`src/rtl/ctrl_pipe.sv`:
```
// ctrl_pipe: pipelined control unit for the 5-stage RV32I(+M multiply) core.
// Decodes the ID instruction into an 11-bit control bundle and carries it
// through the ID/EX, EX/MEM and MEM/WB registers. It also generates the
// load-use stall, the multi-cycle multiply hold and the branch/jump flush.
//
// Bundle layout [10:0]:
//   [10] alu_src [9] mem2reg [8] reg_write [7] mem_read [6] mem_write
//   [5:4] aluop  [3] branch  [2] jalr_mode [1] jal_mode [0] mul_op
// An all-zero bundle is a bubble.
//
// Pipeline control contract: stall_pc/stall_ifid mean "the front end must
// present the same ID instruction again next cycle". flush_ifid means "the
// front end must replace the IF/ID contents with a bubble". There is no
// ready signal back from the datapath: the stage registers always update on
// every clock edge, with hold, bubble or advance selected here.

module ctrl_pipe #(
   parameter int REG_ADDR_W  = 5,
   parameter int MUL_LATENCY = 4,
   parameter int CNT_W       = $clog2(MUL_LATENCY + 1)
) (
   input  logic                  clk,
   input  logic                  reset,
   input  logic [31:0]           id_inst,
   input  logic                  id_valid,
   input  logic                  flush,
   output logic [10:0]           ex_ctrl,
   output logic [10:0]           mem_ctrl,
   output logic [10:0]           wb_ctrl,
   output logic [REG_ADDR_W-1:0] ex_rd,
   output logic [REG_ADDR_W-1:0] mem_rd,
   output logic [REG_ADDR_W-1:0] wb_rd,
   output logic                  stall_pc,
   output logic                  stall_ifid,
   output logic                  flush_ifid,
   output logic                  mul_busy
);

   // RV32I major opcodes
   localparam logic [6:0] OPC_LOAD    = 7'b0000011;
   localparam logic [6:0] OPC_LOAD_FP = 7'b0000111;
   localparam logic [6:0] OPC_STORE   = 7'b0100011;
   localparam logic [6:0] OPC_OP_IMM  = 7'b0010011;
   localparam logic [6:0] OPC_OP      = 7'b0110011;
   localparam logic [6:0] OPC_LUI     = 7'b0110111;
   localparam logic [6:0] OPC_AUIPC   = 7'b0010111;
   localparam logic [6:0] OPC_BRANCH  = 7'b1100011;
   localparam logic [6:0] OPC_JALR    = 7'b1100111;
   localparam logic [6:0] OPC_JAL     = 7'b1101111;

   localparam logic [6:0] FUNCT7_MULDIV = 7'b0000001;

   // A latency of 1 means the multiplier fits in the normal EX slot.
   localparam bit MUL_STALL_EN = (MUL_LATENCY > 1);

   typedef struct packed {
      logic       alu_src;
      logic       mem2reg;
      logic       reg_write;
      logic       mem_read;
      logic       mem_write;
      logic [1:0] aluop;
      logic       branch;
      logic       jalr_mode;
      logic       jal_mode;
      logic       mul_op;
   } ctrl_t;

   typedef enum logic {
      IDLE     = 1'b0,
      MUL_HOLD = 1'b1
   } state_t;

   // ------------------------------------------------------------------
   // ID-stage field extraction
   // ------------------------------------------------------------------
   logic [6:0]            id_opcode;
   logic [6:0]            id_funct7;
   logic [REG_ADDR_W-1:0] id_rd;
   logic [REG_ADDR_W-1:0] id_rs1;
   logic [REG_ADDR_W-1:0] id_rs2;
   // funct3 selects the operation inside the datapath; the control bundle
   // does not depend on it.
   logic                  unused_funct3;

   assign id_opcode     = id_inst[6:0];
   assign id_funct7     = id_inst[31:25];
   assign id_rd         = REG_ADDR_W'(id_inst[11:7]);
   assign id_rs1        = REG_ADDR_W'(id_inst[19:15]);
   assign id_rs2        = REG_ADDR_W'(id_inst[24:20]);
   assign unused_funct3 = ^id_inst[14:12];

   logic is_load, is_load_fp, is_store, is_op_imm, is_op;
   logic is_lui, is_auipc, is_branch, is_jalr, is_jal;

   assign is_load    = (id_opcode == OPC_LOAD);
   assign is_load_fp = (id_opcode == OPC_LOAD_FP);
   assign is_store   = (id_opcode == OPC_STORE);
   assign is_op_imm  = (id_opcode == OPC_OP_IMM);
   assign is_op      = (id_opcode == OPC_OP);
   assign is_lui     = (id_opcode == OPC_LUI);
   assign is_auipc   = (id_opcode == OPC_AUIPC);
   assign is_branch  = (id_opcode == OPC_BRANCH);
   assign is_jalr    = (id_opcode == OPC_JALR);
   assign is_jal     = (id_opcode == OPC_JAL);

   // ------------------------------------------------------------------
   // Pipeline state
   // ------------------------------------------------------------------
   ctrl_t                 id_ctrl;
   ctrl_t                 ex_q, mem_q, wb_q;
   logic [REG_ADDR_W-1:0] ex_rd_q, mem_rd_q, wb_rd_q;

   state_t                state_q, state_nxt;
   logic [CNT_W-1:0]      cnt_q, cnt_nxt;

   logic                  rs1_used, rs2_used;
   logic                  load_use;
   logic                  mul_start;   // fresh mul in EX, hold begins this cycle
   logic                  mul_hold;    // any cycle in which a mul owns EX beyond its slot
   logic                  mul_last;    // final hold cycle: the mul leaves EX on this edge

   // Decode the ID instruction into a control bundle; invalid ID is a bubble.
   always_comb begin
      id_ctrl = '0;
      if (id_valid) begin
         id_ctrl.alu_src   = is_load | is_store | is_op_imm | is_jalr | is_lui;
         id_ctrl.mem2reg   = is_load | is_load_fp;
         id_ctrl.reg_write = (is_load | is_op_imm | is_op | is_jal | is_jalr |
                              is_lui | is_auipc) & (id_rd != '0);
         id_ctrl.mem_read  = is_load;
         id_ctrl.mem_write = is_store;
         if (is_branch)
            id_ctrl.aluop = 2'b01;
         else if (is_lui | is_auipc | is_jal)
            id_ctrl.aluop = 2'b11;
         else if (is_op | is_op_imm)
            id_ctrl.aluop = 2'b10;
         else
            id_ctrl.aluop = 2'b00;
         id_ctrl.branch    = is_branch;
         id_ctrl.jalr_mode = is_jalr;
         id_ctrl.jal_mode  = is_jal;
         id_ctrl.mul_op    = is_op & (id_funct7 == FUNCT7_MULDIV);
      end
   end

   // Load-use hazard: the load in EX writes a register the ID instruction reads.
   always_comb begin
      rs1_used = ~(is_lui | is_auipc | is_jal);
      rs2_used = is_op | is_store | is_branch;
      load_use = id_valid & ex_q.mem_read & (ex_rd_q != '0) &
                 ((rs1_used & (ex_rd_q == id_rs1)) |
                  (rs2_used & (ex_rd_q == id_rs2)));
   end

   // Multiply-hold FSM state and counter register.
   always_ff @(posedge clk) begin
      if (reset) begin
         state_q <= IDLE;
         cnt_q   <= '0;
      end else begin
         state_q <= state_nxt;
         cnt_q   <= cnt_nxt;
      end
   end

   // Multiply-hold next state, counter and front-end control outputs.
   // The mul occupies EX for the IDLE cycle in which it is first seen plus
   // MUL_LATENCY-1 MUL_HOLD cycles. It leaves EX on the edge that returns the
   // FSM to IDLE, so a returning IDLE never sees the same mul again. During
   // that last hold cycle the front end is still stalled and ID/EX takes a
   // bubble, so the held ID instruction enters EX one cycle later.
   always_comb begin
      state_nxt  = state_q;
      cnt_nxt    = cnt_q;
      mul_start  = 1'b0;
      mul_last   = 1'b0;
      mul_hold   = 1'b0;
      mul_busy   = 1'b0;
      stall_pc   = 1'b0;
      stall_ifid = 1'b0;
      flush_ifid = 1'b0;

      case (state_q)
         IDLE: begin
            if (MUL_STALL_EN && ex_q.mul_op) begin
               mul_start = 1'b1;
               state_nxt = MUL_HOLD;
               cnt_nxt   = CNT_W'(MUL_LATENCY - 1);
            end
         end
         MUL_HOLD: begin
            cnt_nxt = cnt_q - CNT_W'(1);
            if (cnt_q == CNT_W'(1)) begin
               mul_last  = 1'b1;
               state_nxt = IDLE;
            end
         end
         default: begin
            state_nxt = IDLE;
            cnt_nxt   = '0;
         end
      endcase

      mul_hold = mul_start | (state_q == MUL_HOLD);

      if (!reset) begin
         mul_busy   = (state_q == MUL_HOLD);
         stall_pc   = mul_hold | (load_use & ~flush);
         stall_ifid = mul_hold | (load_use & ~flush);
         flush_ifid = flush & ~mul_hold;
      end
   end

   // Stage registers: hold/bubble/advance selected by the mul hold, flush and load-use.
   always_ff @(posedge clk) begin
      if (reset) begin
         ex_q     <= '0;
         mem_q    <= '0;
         wb_q     <= '0;
         ex_rd_q  <= '0;
         mem_rd_q <= '0;
         wb_rd_q  <= '0;
      end else begin
         wb_q    <= mem_q;
         wb_rd_q <= mem_rd_q;
         if (mul_hold && !mul_last) begin
            // mul stays in EX; nothing retires from EX this cycle
            mem_q    <= '0;
            mem_rd_q <= '0;
         end else if (mul_last) begin
            mem_q    <= ex_q;
            mem_rd_q <= ex_rd_q;
            ex_q     <= '0;
            ex_rd_q  <= '0;
         end else begin
            mem_q    <= ex_q;
            mem_rd_q <= ex_rd_q;
            if (flush || load_use || !id_valid) begin
               ex_q    <= '0;
               ex_rd_q <= '0;
            end else begin
               ex_q    <= id_ctrl;
               ex_rd_q <= id_rd;
            end
         end
      end
   end

   assign ex_ctrl  = ex_q;
   assign mem_ctrl = mem_q;
   assign wb_ctrl  = wb_q;
   assign ex_rd    = ex_rd_q;
   assign mem_rd   = mem_rd_q;
   assign wb_rd    = wb_rd_q;

endmodule
```
`config.mk`:
```
export PLATFORM = sky130hd
export DESIGN_NAME = ctrl_pipe
export DESIGN_NICKNAME = d
export VERILOG_FILES = /design/src/rtl/ctrl_pipe.sv
export SDC_FILE = /design/constraint.sdc
export NUM_CORES = 1
export LEC_CHECK = 0
export CAP_MARGIN = 20
export CORE_MARGIN = 10
export CORE_UTILIZATION = 39
export CTS_BUF_LIST = sky130_fd_sc_hd__clkbuf_2 sky130_fd_sc_hd__clkbuf_4 sky130_fd_sc_hd__clkbuf_8
export DETAILED_ROUTE_END_ITERATION = 16
export MAX_ROUTING_LAYER = met4
export PLACE_DENSITY = 0.79
export SYNTH_ARGS = -nofsm -noshare
export SYNTH_HDL_FRONTEND = slang
export SYNTH_SLANG_ARGS = --single-unit
```
`constraint.sdc`:
```
create_clock -name clk -period 1.9 [get_ports clk]
set_input_delay 0.285 -clock clk [delete_from_list [all_inputs] [get_ports clk]]
set_output_delay 0.285 -clock clk [all_outputs]
set_load 0.005 [all_outputs]
```
==> results by group, run 1 <==
Clock tree
  • Latest clock arrival within the worst-skew pair: 0.30 ns
  • # clock sinks: 52
  • Clock root cell: clkbuf_8
  • Cts bufs inserted: 5
  • Clk buf depth: 2
  • Reg clk slew, reported paths: 0.09 ns
  • TritonCTS clock tree: done
  • # hold bufs at CTS: 0
  • H-tree levels: 2

Worst setup path
  • Worst Path Arrival: 1.76 ns
  • Critical path class: flop to output port
  • CP max stage delay: 0.54 ns
  • Slowest CP cell: or4_4
  • Crit end category: output port
  • CP Launch Type: flop
  • Critical Path RT: 1.62 ns
  • Worst path cell trace: or4_4 -> o211ai_2 -> nor3_2 -> o21ai_1 -> o21ai_1 -> buf_2
  • CP dominant cell by count: o21ai_1
  • CP max FO: 3

Synth
  • Post-Synth Adder-Cell Area: 1.26%
  • Synth area leaders: dfxtp_1 (52%), nor2b_1 (6.0%), a22o_1 (5.3%)
  • Main flop type after synthesis: dfxtp_1
  • Mapped Cells: 199
  • Sequential fraction of the synthesis area: 52.3%
  • Syn_area_per_cell: 10.0 sq um
  • Cell taking the most area after synthesis: dfxtp_1
  • Most frequent cell after synthesis: dfxtp_1
  • Compound-Gate Fraction of Synth Area: 11.8%
  • Commonest cells in the synthesized netlist: dfxtp_1 (52), nor2b_1 (19), and2_1 (16), a22o_1 (12), nand2_1 (12)
  • Ys Warns: 0
  • Synth Area in XOR/XNOR: 4.84%
  • Largest family of logic cells by synthesized area: simple AND/OR/NAND/NOR gates
  • Synth async-reset ratio: 0%
  • Simple-gate share of the synthesized area: 26.5%
  • Mapped cell area: 1990 sq um
  • Post-synth top area share: 52.3%
  • Post-Syn Nets: 237
  • Flip-flop and latch count after synthesis: 52
  • Multiplexer area fraction after synthesis: 0%
  • Number of flops mapped to enable cells by yosys: 0
  • Library cells used by synthesis: 40

Routing
  • Iteration-0 DRC count of the detailed router: 56
  • DR pass1 iterations: 4
  • WL per Instance: 16.0 microns
  • DR vias/cell: 4.86
  • Final ANT Viol Nets: 0
  • Vias: 1852
  • Routed WL: 6.11 mm
  • DRC violations left: 0

Timing
  • Rel. slew slack: 54.2%
  • Final Hold Vio Count: 0
  • Unrepaired setup endpoints after global routing: yes
  • Worst Slack Setup Final: -0.141 ns
  • Skew final: 0.00518 ns
  • Least-Margin Pin Slew: 0.686 ns
  • Slew Limit Fails: 0
  • Min cycle time layout: 2.04 ns
  • Fin crit share: 107%
  • Fmax: 0.490 GHz
  • Setup violators final: 12

Place
  • GP Congestion: 0.920
  • PortBufs: 84
  • Final HPWL DP: 4.89 mm
  • Placed cell areas: 3140 sq um

Power
  • Leak pwr: 1.24 nW
  • Switching pwr: 430 uW
  • Combinational group share of total power: 11.3%
  • Peak VDD IR: 279 uV
  • Switching Fraction: 22.4%
  • Int Power: 1.49 mW
  • P per Cell Area: 590 nW/um^2
  • Clock power share: 31.4%
  • Sequential power share: 57.3%

Global routing
  • Number of global-route vias before repair: 1944
  • Global route total overflow: 0
  • Antenna violations before repair: 0
  • First-pass GRT wire length: 10.0 mm
  • Gr usage total: 15.3%
  • Pin count of the biggest net entering global routing: 20

Finish
  • Proportion of layout cells with a drive suffix above 1: 19.1%
  • Layout overhead on the synthesized area: 63.4%
  • Util after Layout: 67.1%
  • Post-route cell area: 3260 sq um
  • Filler cells: 416
  • Ant. Diodes: 0
  • Nets: 352

Die
  • Core ar.: 4850 sq um
  • Initial Util: 41.1%
  • Die Ht: 91.5 microns
  • Rows: 25
  • Ports: 88
  • Die area: 8370 sq um
  • Die Span X: 91.5 microns

Hold path
  • Hold Path Class: flop to flop

Run
  • Max-cap violations: 0

Status
  • Violated checks: negative setup slack
  • Outcome: finished, violations left
-- power groups by stage --
stage	registers (mW)	clock network, mW	logic (mW)
6_report	1.10	0.602	0.218
5_1_grt	1.10	0.657	0.237
4_1_cts	1.10	0.620	0.218
3_5_place_dp	1.13	0	0.214
3_3_place_gp	1.13	0	0.212
2_1_floorplan	1.13	0	0.0708
-- layer usage --
metal | vias up | routed length [microns] | GRT usage, % | part of all wire (%)
met5 | - | 0 | - | 0
met4 | 0 | 71 | 5.74 | 1.2
met3 | 6 | 433 | 4.44 | 7.1
met2 | 70 | 2950 | 25.0 | 48
met1 | 857 | 2660 | 17.3 | 43
li1 | 919 | - | - | -
-- registers in the layout (all words and copies together), names as in the netlist --
signal    cells
state_q       1
mem_ctrl     11
wb_ctrl      11
ex_ctrl      11
ex_rd         5
mem_rd        5
wb_rd         5
cnt_q         3
-- stage by stage --
stage               setup slack, ns  power (mW)  TNS [ns]  cells  hold slack (ns)
floorplan                    0.0637        1.20         0    199            0.411
global placement             -0.617        1.34     -7.11    374            0.441
detailed placement           -0.632        1.34     -7.53    374            0.453
CTS                          -0.114        1.94    -0.452    381            0.464
global route                 -0.198        2.00     -2.49    381            0.468
finish                       -0.141        1.92    -0.898    381            0.463
-- cell usage in the layout, fill, tap and decap left out, drive strengths merged, types with 6 or more instances in the layout --
cell / synthesis / final
a22o: 12 / 12
and2: 16 / 16
buf: 4 / 37
clkbuf: 7 / 6
clkdlybuf4s50: 0 / 77
dfxtp: 52 / 52
nand2: 12 / 12
nor2: 11 / 11
nor2b: 19 / 19
nor3: 10 / 10
xnor2: 10 / 10
-- cell families after synthesis --
family,after synthesis
AO/OA/AOI/OAI,30
flip-flops,52
XOR/XNOR,11
AND/OR/NAND/NOR,90
adder cells (fa/ha/maj),2
buffers and inverters,14
-- timing repair --
item	in CTS	in global routing
pin swaps	11	2
buffers inserted	0	0
endpoints found under the setup margin	16	17
gates resized for setup	24	2
-- layout make-up --
cell class / count / area (sq um) / share of cell area [%]
clock buffer: 6 / 76.3 / 2.34
clock inverter: 1 / 5.00 / 0.154
inverter: 3 / 11.3 / 0.346
multi-input combinational: 133 / 937 / 28.8
sequential: 52 / 1040 / 32.0
tap: 67 / 83.8 / 2.57
timing repair buffer: 119 / 1100 / 33.8
-- path summary, 6_finish.rpt --
path / start / to / slack, ns / depth (start not counted)
worst max-delay path: ex_rd[1] / stall_ifid / -0.14 / 6
worst max register to register: ex_rd[1] / ex_ctrl[9] / -0.10 / 6
worst min register to register: mem_ctrl[8] / wb_ctrl[8] / 0.46 / 1
worst min-delay path: mem_ctrl[8] / wb_ctrl[8] / 0.46 / 1
-- worst max-delay path, delay by kind of cell, from the launching register on --
kind | cells | cell delay (ns)
AND/OR/NAND/NOR | 2 | 0.60
AO/OA/AOI/OAI | 3 | 0.37
flip-flops | 1 | 0.33
buffers and inverters | 1 | 0.15
Note: power is estimated with default switching activity, not from simulation.
==> run 2: changes to the inputs <==
--- a/config.mk
+++ b/config.mk
@@ -12,6 +12,7 @@
 export DETAILED_ROUTE_END_ITERATION = 16
 export MAX_ROUTING_LAYER = met4
 export PLACE_DENSITY = 0.79
+export SLEW_MARGIN = 20
 export SYNTH_ARGS = -nofsm -noshare
 export SYNTH_HDL_FRONTEND = slang
 export SYNTH_SLANG_ARGS = --single-unit
==> constraint.sdc (replaced) <==
create_clock -name clk -period 1.9 [get_ports clk]
set_input_delay 0.57 -clock clk [delete_from_list [all_inputs] [get_ports clk]]
set_output_delay 0.57 -clock clk [all_outputs]
set_load 0.005 [all_outputs]
==> results by group, run 2 (synthesized netlist as in run 1, its figures left out) <==
Status
  • Outcome: finished, violations left
  • Violated checks: negative setup slack

Timing
  • Skew final: 0.0105 ns
  • Rel. slew slack: 64.0%
  • Least-Margin Pin Slew: 0.539 ns
  • Slew Limit Fails: 0
  • Min cycle time layout: 2.42 ns
  • Fin crit share: 128%
  • Setup violators final: 17
  • Fmax: 0.413 GHz
  • Worst Slack Setup Final: -0.524 ns
  • Final Hold Vio Count: 0
  • Unrepaired setup endpoints after global routing: yes

Clock tree
  • # hold bufs at CTS: 0
  • Cts bufs inserted: 5
  • H-tree levels: 2
  • Latest clock arrival within the worst-skew pair: 0.30 ns
  • Clk buf depth: 2
  • Clock root cell: clkbuf_8
  • TritonCTS clock tree: done
  • Reg clk slew, reported paths: 0.08 ns
  • # clock sinks: 52

Place
  • PortBufs: 84
  • GP Congestion: 0.860
  • Dpl ws: -1.19 ns
  • Placed cell areas: 3180 sq um
  • Final HPWL DP: 4.55 mm

Routing
  • Vias: 1957
  • WL per Instance: 16.7 microns
  • Final ANT Viol Nets: 0
  • Iteration-0 DRC count of the detailed router: 94
  • DR pass1 iterations: 4
  • DR vias/cell: 4.82
  • Routed WL: 6.77 mm
  • DRC violations left: 0

Finish
  • Post-route cell area: 3670 sq um
  • Nets: 376
  • Ant. Diodes: 0
  • Layout overhead on the synthesized area: 84.5%
  • Commonest non-fill, non-tap cells in the layout: clkdlybuf4s50_1 (55), buf_4 (47), dfxtp_1 (46)
  • Commonest non-fill, non-tap cell in the layout: clkdlybuf4s50_1
  • Proportion of layout cells with a drive suffix above 1: 35.7%

Hold path
  • Hold Path Class: flop to flop
  • Hold Path Depth: 1

Die
  • Initial Util: 41.1%
  • Die area: 8370 sq um
  • Rows: 25
  • Core ar.: 4850 sq um
  • Die Ht: 91.5 microns
  • Ports: 88
  • Die Span X: 91.5 microns

Global routing
  • GR Util met3: 4.20%
  • Pin count of the biggest net entering global routing: 17
  • Grt peak-use layer: met2
  • Met1 usage: 16.5%
  • Antenna violations before repair: 0
  • Gr usage total: 15.7%
  • Met2 usage: 27.9%
  • Number of global-route vias before repair: 2056
  • First-pass GRT wire length: 10.6 mm
  • Global route total overflow: 0

Run
  • Max-cap violations: 0

Worst setup path
  • Worst setup path endpoint: stall_ifid
  • R2R Setup Slk: -0.15 ns
  • Reg-to-Reg End: ex_ctrl[9]
  • Critical Path RT: 1.33 ns
  • CP max FO: 3
  • Critical path class: input port to output port
  • R2r startpoint: ex_rd[1]
  • Crit end category: output port
  • CP Launch Type: input port
  • R2R cell count: 7
  • Critical path startpoint: id_inst[5]
  • Worst Path Arrival: 1.85 ns

Power
  • Combinational group share of total power: 11.2%
  • Clock power share: 42.6%
  • Peak VDD IR: 393 uV
  • Int Power: 1.91 mW
  • Switching pwr: 475 uW
  • Leak pwr: 1.54 nW
  • Sequential power share: 46.2%
  • Switching Fraction: 19.9%
  • P per Cell Area: 648 nW/um^2
==> run 2: cell count changes in the layout (fill, tap and decap cells not counted), sizes merged <==
cell / change
dlygate4sd2: +4
clkdlybuf4s50: -22
clkbuf: +2
buf: +32
clkdlybuf4s15: +3
dlymetal6s2s: +4
clkinv: -1
bufinv: +3
==> run 2: layout make-up <==
class | count | area, sq um
inverters | 3 | 11.3
repair buffers | 143 | 1290
multi-input cells | 133 | 1070
well taps | 67 | 83.8
clock buffers | 5 | 68.8
fillers | 336 | 1170
clock inverters | 3 | 90.1
flip-flops and latches | 52 | 1060
==> run 2: through the flow <==
stage,power [mW],setup TNS [ns],cells,hold WS [ns],util (%)
3_5_place_dp,1.34,-20.26,381,0.455,65.5
4_1_cts,2.35,-3.48,399,0.468,71.9
2_1_floorplan,1.20,-2.25,199,0.452,-
5_1_grt,2.47,-3.21,406,0.481,75.8
6_report,2.38,-2.36,406,0.467,75.8
3_3_place_gp,1.33,-18.69,381,0.445,65.5
==> run 2: layer usage <==
metal	part of all wire, %	vias up	wire [microns]
met5	0	-	0
met4	2.9	0	194
met3	5.9	15	398
met2	53	73	3570
met1	39	904	2610
li1	-	965	-
==> run 2: power by group through the flow <==
stage | sequential (mW) | combinational (mW) | clock, mW
CTS | 1.10 | 0.232 | 1.02
floorplan | 1.13 | 0.0733 | 0
global placement | 1.13 | 0.208 | 0
global route | 1.10 | 0.286 | 1.08
detailed placement | 1.13 | 0.211 | 0
finish | 1.10 | 0.267 | 1.01
==> run 2: what timing repair did <==
action                     4_1_cts  5_1_grt
gates cloned                     0        1
pin swaps                       32       19
gates resized for setup         78       49
hold endpoints to repair         0        0
setup buffers                   14       13
setup endpoints to repair       40       40
==> run 2: how the worst min path moves through the flow <==
stage	from	to	slack (ns)
6_report	mem_rd[1]	wb_rd[1]	0.47
5_1_grt	mem_ctrl[1]	wb_ctrl[1]	0.48
4_1_cts	mem_ctrl[3]	wb_ctrl[3]	0.47
3_5_place_dp	mem_ctrl[3]	wb_ctrl[3]	0.46
3_3_place_gp	mem_rd[2]	wb_rd[2]	0.45
2_1_floorplan	cnt_q[2]	cnt_q[2]	0.45
==> run 2: worst max-delay path, stage by stage <==
cell and delay (ns):
dlygate4sd2_1 0.31, nand4b_1 0.19, a211oi_4 0.29, nor3_2 0.09, o21ai_1 0.14, o21ai_1 0.11, buf_2 0.15
